### src/rtl/ultrasonic_tof_ranger_pkg.sv
// Shared register map, CTRL/STATUS/DATA bit positions and FSM encoding for the TOF ranger.
// Latency: n/a (constants only).
// Backpressure: n/a.
package ultrasonic_tof_ranger_pkg;

    // Register word indices on the Avalon-MM slave
    localparam logic [2:0] ADDR_CTRL    = 3'd0;
    localparam logic [2:0] ADDR_STATUS  = 3'd1;
    localparam logic [2:0] ADDR_DATA    = 3'd2;
    localparam logic [2:0] ADDR_PERIOD  = 3'd3;
    localparam logic [2:0] ADDR_PULSE_W = 3'd4;
    localparam logic [2:0] ADDR_TIMEOUT = 3'd5;

    // CTRL bits
    localparam int CTRL_ENABLE   = 0;
    localparam int CTRL_TRIGGER  = 1;
    localparam int CTRL_IRQ_EN   = 2;
    localparam int CTRL_FIFO_CLR = 3;

    // STATUS bits / fields
    localparam int STAT_EMPTY     = 0;
    localparam int STAT_FULL      = 1;
    localparam int STAT_OVF       = 2;
    localparam int STAT_LEVEL_LSB = 8;
    localparam int STAT_STATE_LSB = 16;

    // DATA bits
    localparam int DATA_VALID   = 31;
    localparam int DATA_TIMEOUT = 30;

    typedef enum logic [1:0] {
        ST_IDLE   = 2'd0,
        ST_PULSE  = 2'd1,
        ST_LISTEN = 2'd2,
        ST_GAP    = 2'd3
    } state_t;

endpackage

### src/rtl/ultrasonic_tof_ranger_if.sv
// Avalon-MM register bus plus level interrupt for the TOF ranger.
// Latency: readdata is valid the cycle after avl_read.
// Backpressure: none; the slave never stalls (no waitrequest).
interface ultrasonic_tof_ranger_if;
    logic [2:0]  avl_address;
    logic        avl_read;
    logic        avl_write;
    logic [31:0] avl_writedata;
    logic [31:0] avl_readdata;
    logic        irq;

    modport master (
        output avl_address, avl_read, avl_write, avl_writedata,
        input  avl_readdata, irq
    );

    modport slave (
        input  avl_address, avl_read, avl_write, avl_writedata,
        output avl_readdata, irq
    );
endinterface

### src/rtl/ultrasonic_tof_ranger_tof_fifo.sv
// Synchronous show-ahead FIFO holding {timeout, tof} records.
// Latency: dout presents the head entry combinationally; push visible at head next cycle.
// Backpressure: push on full is dropped unless a pop happens in the same cycle; clr beats push/pop.
module ultrasonic_tof_ranger_tof_fifo #(
    parameter int WIDTH = 17,
    parameter int DEPTH = 16
) (
    input  logic                     clk,
    input  logic                     rst,
    input  logic                     clr,
    input  logic                     wr_en,
    input  logic [WIDTH-1:0]         din,
    input  logic                     rd_en,
    output logic [WIDTH-1:0]         dout,
    output logic                     full,
    output logic                     empty,
    output logic [$clog2(DEPTH):0]   level
);
    localparam int AW = $clog2(DEPTH);

    logic [WIDTH-1:0] mem [DEPTH];
    logic [AW-1:0]    wr_ptr;
    logic [AW-1:0]    rd_ptr;
    logic             wr_ok;
    logic             rd_ok;

    assign empty = (level == '0);
    assign full  = (level == (AW+1)'(DEPTH));
    assign rd_ok = rd_en & ~empty;
    // A full FIFO still accepts a push when the head leaves in the same cycle.
    assign wr_ok = wr_en & (~full | rd_ok);
    assign dout  = mem[rd_ptr];

    // Record storage; contents need no reset since level gates visibility.
    always_ff @(posedge clk) begin
        if (wr_ok) begin
            mem[wr_ptr] <= din;
        end
    end

    // Pointer and occupancy tracking; clear takes priority over traffic.
    always_ff @(posedge clk or posedge rst) begin
        if (rst) begin
            wr_ptr <= '0;
            rd_ptr <= '0;
            level  <= '0;
        end else if (clr) begin
            wr_ptr <= '0;
            rd_ptr <= '0;
            level  <= '0;
        end else begin
            if (wr_ok) wr_ptr <= wr_ptr + 1'b1;
            if (rd_ok) rd_ptr <= rd_ptr + 1'b1;
            case ({wr_ok, rd_ok})
                2'b10:   level <= level + 1'b1;
                2'b01:   level <= level - 1'b1;
                default: ;
            endcase
        end
    end
endmodule

### src/rtl/ultrasonic_tof_ranger.sv
// Ultrasonic ranging engine: fires bursts, times echo arrival, queues TOF records behind an Avalon-MM slave.
// Latency: register reads return one cycle after avl_read; echo edges are timestamped SYNC_STAGES cycles late.
// Backpressure: none on the bus; records arriving at a full FIFO are dropped and flagged as overflow.
module ultrasonic_tof_ranger
    import ultrasonic_tof_ranger_pkg::*;
#(
    parameter int CNT_W       = 16,
    parameter int FIFO_DEPTH  = 16,
    parameter int SYNC_STAGES = 2,
    parameter int DEF_PERIOD  = 50000,
    parameter int DEF_PULSE_W = 500,
    parameter int DEF_TIMEOUT = 40000
) (
    input  logic                    clk,
    input  logic                    rst,
    output logic                    ultrasonic_pulse,
    input  logic                    ultrasonic_echo,
    ultrasonic_tof_ranger_if.slave  avl
);
    localparam int LVL_W = $clog2(FIFO_DEPTH) + 1;
    localparam int REC_W = CNT_W + 1;
    localparam logic [CNT_W-1:0] CNT_MAX = '1;

    state_t             state;
    state_t             state_nxt;
    logic               ctrl_enable;
    logic               ctrl_irq_en;
    logic               overflow;
    logic [CNT_W-1:0]   period_reg;
    logic [CNT_W-1:0]   pulse_w_reg;
    logic [CNT_W-1:0]   timeout_reg;
    logic [CNT_W-1:0]   period_sh;
    logic [CNT_W-1:0]   pulse_w_sh;
    logic [CNT_W-1:0]   timeout_sh;
    logic [CNT_W-1:0]   pulse_w_eff;
    logic [CNT_W-1:0]   cnt;
    logic [SYNC_STAGES-1:0] echo_sync;
    logic               echo_prev;
    logic               echo_rise;
    logic               wr_ctrl;
    logic               wr_status;
    logic               trigger;
    logic               fifo_clr;
    logic               pop;
    logic               push;
    logic               push_timeout;
    logic [CNT_W-1:0]   push_tof;
    logic               burst_start;
    logic [REC_W-1:0]   fifo_din;
    logic [REC_W-1:0]   fifo_dout;
    logic               fifo_full;
    logic               fifo_empty;
    logic [LVL_W-1:0]   fifo_level;
    logic [31:0]        rd_mux;
    logic               unused_wd;

    assign wr_ctrl   = avl.avl_write && (avl.avl_address == ADDR_CTRL);
    assign wr_status = avl.avl_write && (avl.avl_address == ADDR_STATUS);
    assign trigger   = wr_ctrl && avl.avl_writedata[CTRL_TRIGGER];
    assign fifo_clr  = wr_ctrl && avl.avl_writedata[CTRL_FIFO_CLR];
    assign pop       = avl.avl_read && (avl.avl_address == ADDR_DATA) && !fifo_empty;
    assign unused_wd = ^avl.avl_writedata[31:CNT_W];

    // A zero-length burst would never leave PULSE cleanly, so it runs for one cycle.
    assign pulse_w_eff = (pulse_w_sh == '0) ? {{(CNT_W-1){1'b0}}, 1'b1} : pulse_w_sh;

    assign ultrasonic_pulse = (state == ST_PULSE);
    assign avl.irq          = ctrl_irq_en & ~fifo_empty;
    assign fifo_din         = {push_timeout, push_tof};

    // Echo synchroniser followed by a one-flop rising-edge detector.
    always_ff @(posedge clk or posedge rst) begin
        if (rst) begin
            echo_sync <= '0;
            echo_prev <= 1'b0;
        end else begin
            echo_sync <= {echo_sync[SYNC_STAGES-2:0], ultrasonic_echo};
            echo_prev <= echo_sync[SYNC_STAGES-1];
        end
    end
    assign echo_rise = echo_sync[SYNC_STAGES-1] & ~echo_prev;

    // Burst FSM state register.
    always_ff @(posedge clk or posedge rst) begin
        if (rst) state <= ST_IDLE;
        else     state <= state_nxt;
    end

    // Burst sequencing: next state, record push and burst-start strobe.
    always_comb begin
        state_nxt    = state;
        push         = 1'b0;
        push_timeout = 1'b0;
        push_tof     = cnt;
        burst_start  = 1'b0;
        unique case (state)
            ST_IDLE: begin
                if (ctrl_enable || trigger) begin
                    state_nxt   = ST_PULSE;
                    burst_start = 1'b1;
                end
            end
            ST_PULSE: begin
                if (cnt >= pulse_w_eff - 1'b1) state_nxt = ST_LISTEN;
            end
            ST_LISTEN: begin
                // An edge landing on the timeout cycle is a real echo, so it is checked first.
                if (echo_rise) begin
                    push      = 1'b1;
                    state_nxt = ST_GAP;
                end else if (cnt >= timeout_sh) begin
                    push         = 1'b1;
                    push_timeout = 1'b1;
                    push_tof     = timeout_sh;
                    state_nxt    = ST_GAP;
                end
            end
            ST_GAP: begin
                if ({1'b0, cnt} + 1'b1 >= {1'b0, period_sh}) begin
                    if (ctrl_enable) begin
                        state_nxt   = ST_PULSE;
                        burst_start = 1'b1;
                    end else begin
                        state_nxt = ST_IDLE;
                    end
                end
            end
        endcase
    end

    // Shared TOF/period counter: zero on the first PULSE cycle, saturating thereafter.
    always_ff @(posedge clk or posedge rst) begin
        if (rst) begin
            cnt <= '0;
        end else if (burst_start) begin
            cnt <= '0;
        end else if (state != ST_IDLE && cnt != CNT_MAX) begin
            cnt <= cnt + 1'b1;
        end
    end

    // Shadow copies so config writes during a burst only apply from the next burst.
    always_ff @(posedge clk or posedge rst) begin
        if (rst) begin
            period_sh  <= CNT_W'(DEF_PERIOD);
            pulse_w_sh <= CNT_W'(DEF_PULSE_W);
            timeout_sh <= CNT_W'(DEF_TIMEOUT);
        end else if (burst_start) begin
            period_sh  <= period_reg;
            pulse_w_sh <= pulse_w_reg;
            timeout_sh <= timeout_reg;
        end
    end

    // Register file writes and the sticky overflow flag.
    always_ff @(posedge clk or posedge rst) begin
        if (rst) begin
            ctrl_enable <= 1'b0;
            ctrl_irq_en <= 1'b0;
            overflow    <= 1'b0;
            period_reg  <= CNT_W'(DEF_PERIOD);
            pulse_w_reg <= CNT_W'(DEF_PULSE_W);
            timeout_reg <= CNT_W'(DEF_TIMEOUT);
        end else begin
            if (wr_ctrl) begin
                ctrl_enable <= avl.avl_writedata[CTRL_ENABLE];
                ctrl_irq_en <= avl.avl_writedata[CTRL_IRQ_EN];
            end
            if (avl.avl_write) begin
                case (avl.avl_address)
                    ADDR_PERIOD:  period_reg  <= avl.avl_writedata[CNT_W-1:0];
                    ADDR_PULSE_W: pulse_w_reg <= avl.avl_writedata[CNT_W-1:0];
                    ADDR_TIMEOUT: timeout_reg <= avl.avl_writedata[CNT_W-1:0];
                    default: ;
                endcase
            end
            // A fresh drop outranks a simultaneous clear so no loss goes unreported.
            if (push && fifo_full && !pop) begin
                overflow <= 1'b1;
            end else if (wr_status && avl.avl_writedata[STAT_OVF]) begin
                overflow <= 1'b0;
            end
        end
    end

    // Read data selection.
    always_comb begin
        rd_mux = '0;
        case (avl.avl_address)
            ADDR_CTRL: begin
                rd_mux[CTRL_ENABLE] = ctrl_enable;
                rd_mux[CTRL_IRQ_EN] = ctrl_irq_en;
            end
            ADDR_STATUS: begin
                rd_mux[STAT_EMPTY]             = fifo_empty;
                rd_mux[STAT_FULL]              = fifo_full;
                rd_mux[STAT_OVF]               = overflow;
                rd_mux[STAT_LEVEL_LSB +: 8]    = 8'(fifo_level);
                rd_mux[STAT_STATE_LSB +: 3]    = {1'b0, state};
            end
            ADDR_DATA: begin
                if (!fifo_empty) begin
                    rd_mux[DATA_VALID]   = 1'b1;
                    rd_mux[DATA_TIMEOUT] = fifo_dout[CNT_W];
                    rd_mux[CNT_W-1:0]    = fifo_dout[CNT_W-1:0];
                end
            end
            ADDR_PERIOD:  rd_mux[CNT_W-1:0] = period_reg;
            ADDR_PULSE_W: rd_mux[CNT_W-1:0] = pulse_w_reg;
            ADDR_TIMEOUT: rd_mux[CNT_W-1:0] = timeout_reg;
            default: ;
        endcase
    end

    // Registered read data, updated only on a read strobe.
    always_ff @(posedge clk or posedge rst) begin
        if (rst)               avl.avl_readdata <= '0;
        else if (avl.avl_read) avl.avl_readdata <= rd_mux;
    end

    ultrasonic_tof_ranger_tof_fifo #(
        .WIDTH (REC_W),
        .DEPTH (FIFO_DEPTH)
    ) u_fifo (
        .clk   (clk),
        .rst   (rst),
        .clr   (fifo_clr),
        .wr_en (push),
        .din   (fifo_din),
        .rd_en (pop),
        .dout  (fifo_dout),
        .full  (fifo_full),
        .empty (fifo_empty),
        .level (fifo_level)
    );
endmodule

### src/flat_wrapper.sv
// flat-port wrapper written by rule: the top's interface ports become plain ports
module ultrasonic_tof_ranger_flat import ultrasonic_tof_ranger_pkg::*;
#(
    parameter int CNT_W       = 16,
    parameter int FIFO_DEPTH  = 16,
    parameter int SYNC_STAGES = 2,
    parameter int DEF_PERIOD  = 50000,
    parameter int DEF_PULSE_W = 500,
    parameter int DEF_TIMEOUT = 40000
)
  (clk, rst, ultrasonic_pulse, ultrasonic_echo, avl_avl_address, avl_avl_read, avl_avl_write, avl_avl_writedata, avl_avl_readdata, avl_irq);
  ultrasonic_tof_ranger_if avl_i ();
  input  logic clk;
  input  logic rst;
  output logic ultrasonic_pulse;
  input  logic ultrasonic_echo;
  input wire logic [$bits(avl_i.avl_address)-1:0] avl_avl_address;
  input wire logic [$bits(avl_i.avl_read)-1:0] avl_avl_read;
  input wire logic [$bits(avl_i.avl_write)-1:0] avl_avl_write;
  input wire logic [$bits(avl_i.avl_writedata)-1:0] avl_avl_writedata;
  output wire logic [$bits(avl_i.avl_readdata)-1:0] avl_avl_readdata;
  output wire logic [$bits(avl_i.irq)-1:0] avl_irq;
  assign avl_i.avl_address = avl_avl_address;
  assign avl_i.avl_read = avl_avl_read;
  assign avl_i.avl_write = avl_avl_write;
  assign avl_i.avl_writedata = avl_avl_writedata;
  assign avl_avl_readdata = avl_i.avl_readdata;
  assign avl_irq = avl_i.irq;
  ultrasonic_tof_ranger #(.CNT_W(CNT_W), .FIFO_DEPTH(FIFO_DEPTH), .SYNC_STAGES(SYNC_STAGES), .DEF_PERIOD(DEF_PERIOD), .DEF_PULSE_W(DEF_PULSE_W), .DEF_TIMEOUT(DEF_TIMEOUT)) u_core (.clk(clk), .rst(rst), .ultrasonic_pulse(ultrasonic_pulse), .ultrasonic_echo(ultrasonic_echo), .avl(avl_i));
endmodule
### config.mk
export PLATFORM = sky130hd
export DESIGN_NAME = ultrasonic_tof_ranger_flat
export DESIGN_NICKNAME = d
export VERILOG_FILES = /design/src/rtl/ultrasonic_tof_ranger_pkg.sv /design/src/rtl/ultrasonic_tof_ranger_if.sv /design/src/rtl/ultrasonic_tof_ranger_tof_fifo.sv /design/src/rtl/ultrasonic_tof_ranger.sv /design/src/flat_wrapper.sv
export SDC_FILE = /design/constraint.sdc
export NUM_CORES = 1
export LEC_CHECK = 0
export BUFFER_PORTS_ARGS = -buffer_cell sky130_fd_sc_hd__buf_4
export CAP_MARGIN = 20
export CORE_MARGIN = 2
export CORE_UTILIZATION = 30
export CTS_CLUSTER_SIZE = 10
export DETAILED_ROUTE_END_ITERATION = 8
export SYNTH_ARGS = -nofsm -noshare
export SYNTH_HDL_FRONTEND = slang
export SYNTH_SLANG_ARGS = --single-unit
### constraint.sdc
create_clock -name clk -period 7.1 [get_ports clk]
set_input_delay 2.13 -clock clk [delete_from_list [all_inputs] [get_ports clk]]
set_output_delay 2.13 -clock clk [all_outputs]
set_load 0.05 [all_outputs]
After elaboration in Yosys (flattened, before gate mapping)
Memory sizes are Yosys's and may differ from the RTL's.
Index checks and enable logic that the tools add are counted.
- bitwise operators: 8
- $lt $le $gt $ge: 3
- add/subtract/negate cells: 7
- $mul: 0
- divide/modulo/power cells: 0
- muxes and demuxes: 41
- shift operators: 0
- equality and inequality tests: 16
- reduce and logical (&&, ||, !) cells: 27
- operators by type and width (operator ; count):
    16-bit 2-to-1 mux ; 7
    8-bit one-hot mux with 5 select lines ; 1
    16-bit greater-or-equal comparator ; 2
    5-bit one-hot mux with 4 select lines ; 1
    16-bit by 1-bit adder with 17-bit output (second input constant) ; 1
    17-bit by 16-bit greater-or-equal comparator with 1-bit output ; 1
    16-bit by 1-bit adder with 16-bit output (second input constant) ; 1
    16-bit zero test ; 1
    2-bit 2-to-1 mux ; 8
    4-bit 2-to-1 mux ; 4
    16-bit inequality test (second input constant) ; 1
    16-bit by 1-bit subtractor with 16-bit output (second input constant) ; 1
    1-bit 2-to-1 mux ; 13
    1-bit one-hot mux with 6 select lines ; 2
    1-bit logical AND ; 10
    5-bit one-hot mux with 2 select lines ; 1
    2-bit nonzero test ; 5
    4-bit by 1-bit adder with 4-bit output (second input constant) ; 2
    2-bit one-hot mux with 4 select lines ; 1
    2-bit equality test (second input constant) ; 3
    3-bit by 2-bit equality test with 1-bit output (second input constant) ; 2
    3-bit equality test (second input constant) ; 2
    2-bit by 1-bit inequality test with 1-bit output (second input constant) ; 3
    2-bit AND reduction ; 3
    19 further kinds ; 26
- output and inout bits: 34
- register bits: 154
- bits of input ports: 40
- word-level logic and storage cells: 120
- RAM bits: 272
- ROM bits: 0
- bits in latches: 0
- memories kept: 1
- memory list (memory ; words ; bits a word ; read ports ; clocked after Yosys merged registers in ; wr ports ; RTL line ; RTL):
    u_core.u_fifo.mem ; 16 ; 17 ; 1 ; 0 ; 1 ; ultrasonic_tof_ranger_tof_fifo.sv:21 ; logic [WIDTH-1:0] mem [DEPTH];

Longest topological paths before layout
- depth in word-level cells: 9
- mapped depth: 17
- gate-level depth less buffers: 17

Hierarchy
A second synthesis with hierarchy kept.
- cell total of the unflattened synthesis: 1268
- area, all modules: 19431.1 um^2
- by module, submodules not included (module ; area an instance (um^2) ; sequential area each (um^2) ; cells an instance ; times used):
    ultrasonic_tof_ranger_tof_fifo ; 11203.2 ; 8493.1 ; 545 ; 1
    ultrasonic_tof_ranger ; 8227.9 ; 3545.9 ; 723 ; 1

Least setup slack after synthesis
No wires, ideal clock.
- path type: input-to-reg
- start: in avl_avl_address[2]
- end: mem u_core.u_fifo.mem[3][0] (enable)
- data arrival time: 4770 ps
- required time: 6688 ps
- stages on the path: 7
- path slack: 1918 ps
- path buffers: 1
- setup time: 412 ps
- cells stage by stage: clkbuf_1 nand2b_1 o311ai_0 nand2_1 a41oi_1 nand2_1 nor3_1
- cells in the longest elaborated chain, start to end: 8
- RTL lines (element ; RTL line ; RTL):
    start: declaration ; flat_wrapper.sv:17 ; input wire logic [$bits(avl_i.avl_address)-1:0] avl_avl_address;
    3-bit by 2-bit equality test with 1-bit output ; ultrasonic_tof_ranger.sv:61 ; assign pop = avl.avl_read && (avl.avl_address == ADDR_DATA) && !fifo_empty;
    1-bit logical AND (2 in a row) ; ultrasonic_tof_ranger.sv:61 ;
    1-bit AND ; ultrasonic_tof_ranger_tof_fifo.sv:29 ; assign rd_ok = rd_en & ~empty;
    1-bit OR ; ultrasonic_tof_ranger_tof_fifo.sv:31 ; assign wr_ok = wr_en & (~full | rd_ok);
    1-bit AND ; ultrasonic_tof_ranger_tof_fifo.sv:31 ;
    1-bit 2-to-1 mux ; ultrasonic_tof_ranger_tof_fifo.sv:36 ; if (wr_ok) begin
    1-bit 2-to-1 mux (not written as such) ; ultrasonic_tof_ranger_tof_fifo.sv:37 ; mem[wr_ptr] <= din;
    end: declaration ; ultrasonic_tof_ranger_tof_fifo.sv:21 ;
No other way between the ends.

Final worst setup path
- start: in avl_avl_address[2]
- end: mem u_core.u_fifo.mem[3][6] (enable)
The elaborated chain is that of the path after synthesis.

==> impl_metrics.ini <==
[synth]
synth_flop_type = edfxtp_1
number_of_flops_mapped_to_enable_cells_by_yosys = 272
syn_std_cell_area_um2 = 19070
synth_top_cells_by_area = edfxtp_1, dfrtp_1, mux2_2
syn-instance-count = 1260
synth_seq_cells = 425
count_of_distinct_cell_types_in_the_synthesized_netlist = 61
yosysTopAreaCell = edfxtp_1
synth_top_area_frac = 0.4282
synth_async_sr_flop_share = 0.3600
ys.warnings.count = 0
syn_avg_cell_area_um2 = 15.14
seq_area_frac_synth = 0.6312

[worst_setup_path]
cp_slowest_cell = nor3_2
cp_data_arrival_time_ns = 5.27
worstRegToRegCells = 17
critical_path_peak_fanout = 18
end_kind = flop
crit_buf_inv = 2
worst-path-stages = 8
path_cells = buf_4 > nand2b_1 > o311ai_0 > nand2_1 > a41oi_1 > nand2_1 > nor3_2 > buf_4
worst_path_max_stage_delay_ns = 0.76
worst_ep_required_time_ns = 7.38
timing.critical_path.max_delay_family = simple AND/OR/NAND/NOR gates
crit_path_launch_type = input port
worst-setup-path-type = input port to flop

[routing]
wl_per_cell_um = 20.99
antenna_violating_nets_post_route = 0
detail_route.vias_per_cell = 4.960
detailroute.via_count = 10920
drt_pass1_iterations = 6
drt-total-wl_um = 46220
drt_iter0_drc = 753
remaining_drc_errors = 0

[pwr]
vdd.ir_drop.worst_uv = 174.7
p_int_uw = 5232
netSwitchingFraction = 0.3144
power.share.sequential = 0.446
overall_power_uw = 7632
switching_power_uw = 2399
power.share.combinational = 0.261
power.leakage_uw = 0.007832
powerDensity_nw_per_um2 = 347.7
power.share.clock = 0.293

[floorplanning]
fp.dieH_um = 256.2
placeableCoreArea_um2 = 62970
die_footprint_um2 = 65620
io-pin-count = 74
fp-row-count = 92
die_w_um = 256.2
floorplan.initialDensity = 0.3029

[finish]
area_added_between_synthesis_and_finish_pct = 15.07
finish.net_count = 1434
final_layout_size_suffix_gt1_frac = 0.2588
multi_input_area_um2 = 6584
area.sequential_um2 = 12040
highest_count_cells_in_the_layout_ignoring_fill_and_taps = edfxtp_1, dfrtp_1, mux2_2
num-fill-cells = 6054
layout.cells.most_common = edfxtp_1
largest_reg_flops = 272
reg_top3 = u_core.u_fifo.mem (272), u_core.avl.avl_readdata (20)
antenna_cells = 0
largest-register = u_core.u_fifo.mem

[clock_network]
clock_tree.buffer_depth = 3
cts-resized-gates = 0
tritoncts = built
cts_sinks = 425
numCtsBuffers = 49
cts_max_level = 2
cts-root-buf = clkbuf_16
cts.reportedPaths.clkPinSlew_ns = 0.05
clock_insertion_delay_worst_skew_ns = 0.58
postCtsSetupBuffers = 0
ctsHoldBuffers = 0

[grt]
grt_antenna_before_repair = 0
via_count_of_the_first_global_routing_pass = 11220
overflow = 0
grt_start_max_net_pins = 104
global_route.usage.total = 0.1398
global_route_wire_length_before_repair_um = 70350

[timing]
timing.clock.skew_ns = 0.01232
maxSlewViolCount = 0
number_of_endpoints_with_negative_hold_slack_in_the_final_report = 0
hold_ws_ns = 0.3520
worst_slew_pin_slew_ns = 1.096
final.setup.tns_ns = 0
max_freq_ghz = 0.2004
final_period_util = 0.7029
grt_setup_unrepaired = no
timing.final.crit_period_ns = 4.991
finalSetupViolCount = 0
timing.slew.headroom = 0.2688

[hold_path]
hold_path_class = flop to flop
holdPathStages = 0

[place]
post-dp-hpwl_um = 31070
portBuffers = 45
place_congestion = 0.8562

[flow_run]
max-cap-violations = 0

[outcome]
run_status = finished, final reports clean
cell usage after synthesis (all sizes together), types with 2 or more instances:
cell       n
mux2     114
a221oi    11
nand4      9
a22o      11
or3        7
clkbuf    33
dfstp     34
nor4       6
nor2b     11
o311ai     2
o21a       2
mux2i     55
dfrtp    119
xnor2     28
mux4      50
nand2b     9
nor2      66
a32o       2
o22ai     12
a222oi     3
o221ai    24
a31oi      2
nand3     20
ha        64
o21ai     21
buf       36
a211oi    16
nor3      13
a311oi     2
o2bb2ai   16
xor2      21
and3       9
a21oi     31
a41oi      2
nand2     58
a21o       6
edfxtp   272
inv       47
nand4b     2
cells by family (layout without fill, tap and decap cells):
logic type	count (synthesis)	count (layout)	synth area share
compound gates	169	169	0.06520
xor+xnor	49	49	0.02250
fa+ha+maj	65	65	0.04303
buf+inv	117	202	0.02873
flops	425	425	0.6312
mux	219	219	0.1552
other cells	1	12	0.0001966
simple gates	215	215	0.05399
per-stage QoR:
step                      utilization  setup WS [ns]  cell area [um^2]  std cells
after CTS                      0.3477          2.063             21900       2199
after detailed placement       0.3257          1.448             20510       2121
final                          0.3486          2.109             21950       2202
after global routing           0.3486          1.843             21950       2202
after floorplan                     -         0.9048             19120       1271
after global placement         0.3237          1.622             20380       2116
final timing paths:
check                                     startpoint                      end  slack, ns
worst max-delay path              avl_avl_address[2]  u_core.u_fifo.mem[3][6]       2.11
worst min-delay path             u_core.echo_sync[0]      u_core.echo_sync[1]       0.35
worst max register to register  u_core.pulse_w_sh[9]          u_core.state[1]       2.48
worst min register to register   u_core.echo_sync[0]      u_core.echo_sync[1]       0.35
max in group asynchronous                        rst    u_core.timeout_reg[2]       4.04
min in group asynchronous                        rst           u_core.cnt[14]       1.79
cell type report:
type,instances,area share
clock inverters,3,0.002508
well taps,846,0.04822
repair buffers,76,0.03141
flip-flops and latches,425,0.5487
inverters,48,0.008436
clock buffers,75,0.06077
multi-input cells,729,0.2999
power by group through the flow:
stage                     combinational [uW]  clock [uW]  sequential (uW)
final                                   1990        2240             3400
after global routing                    2200        2390             3450
after CTS                               2010        2290             3400
after detailed placement                2000           0             3450
after global placement                  1950           0             3430
after floorplan                         1540           0             3320
layer usage:
metal	share of wire	vias to the layer above	wire length [um]	track usage
li1	-	4947	-	-
met3	0.053	60	2472	0.03001
met2	0.47	268	21750	0.2251
met1	0.46	5648	21040	0.1913
met4	0.021	0	948	0.03639
met5	0	-	0	0
(Power assumes the default switching activity.)
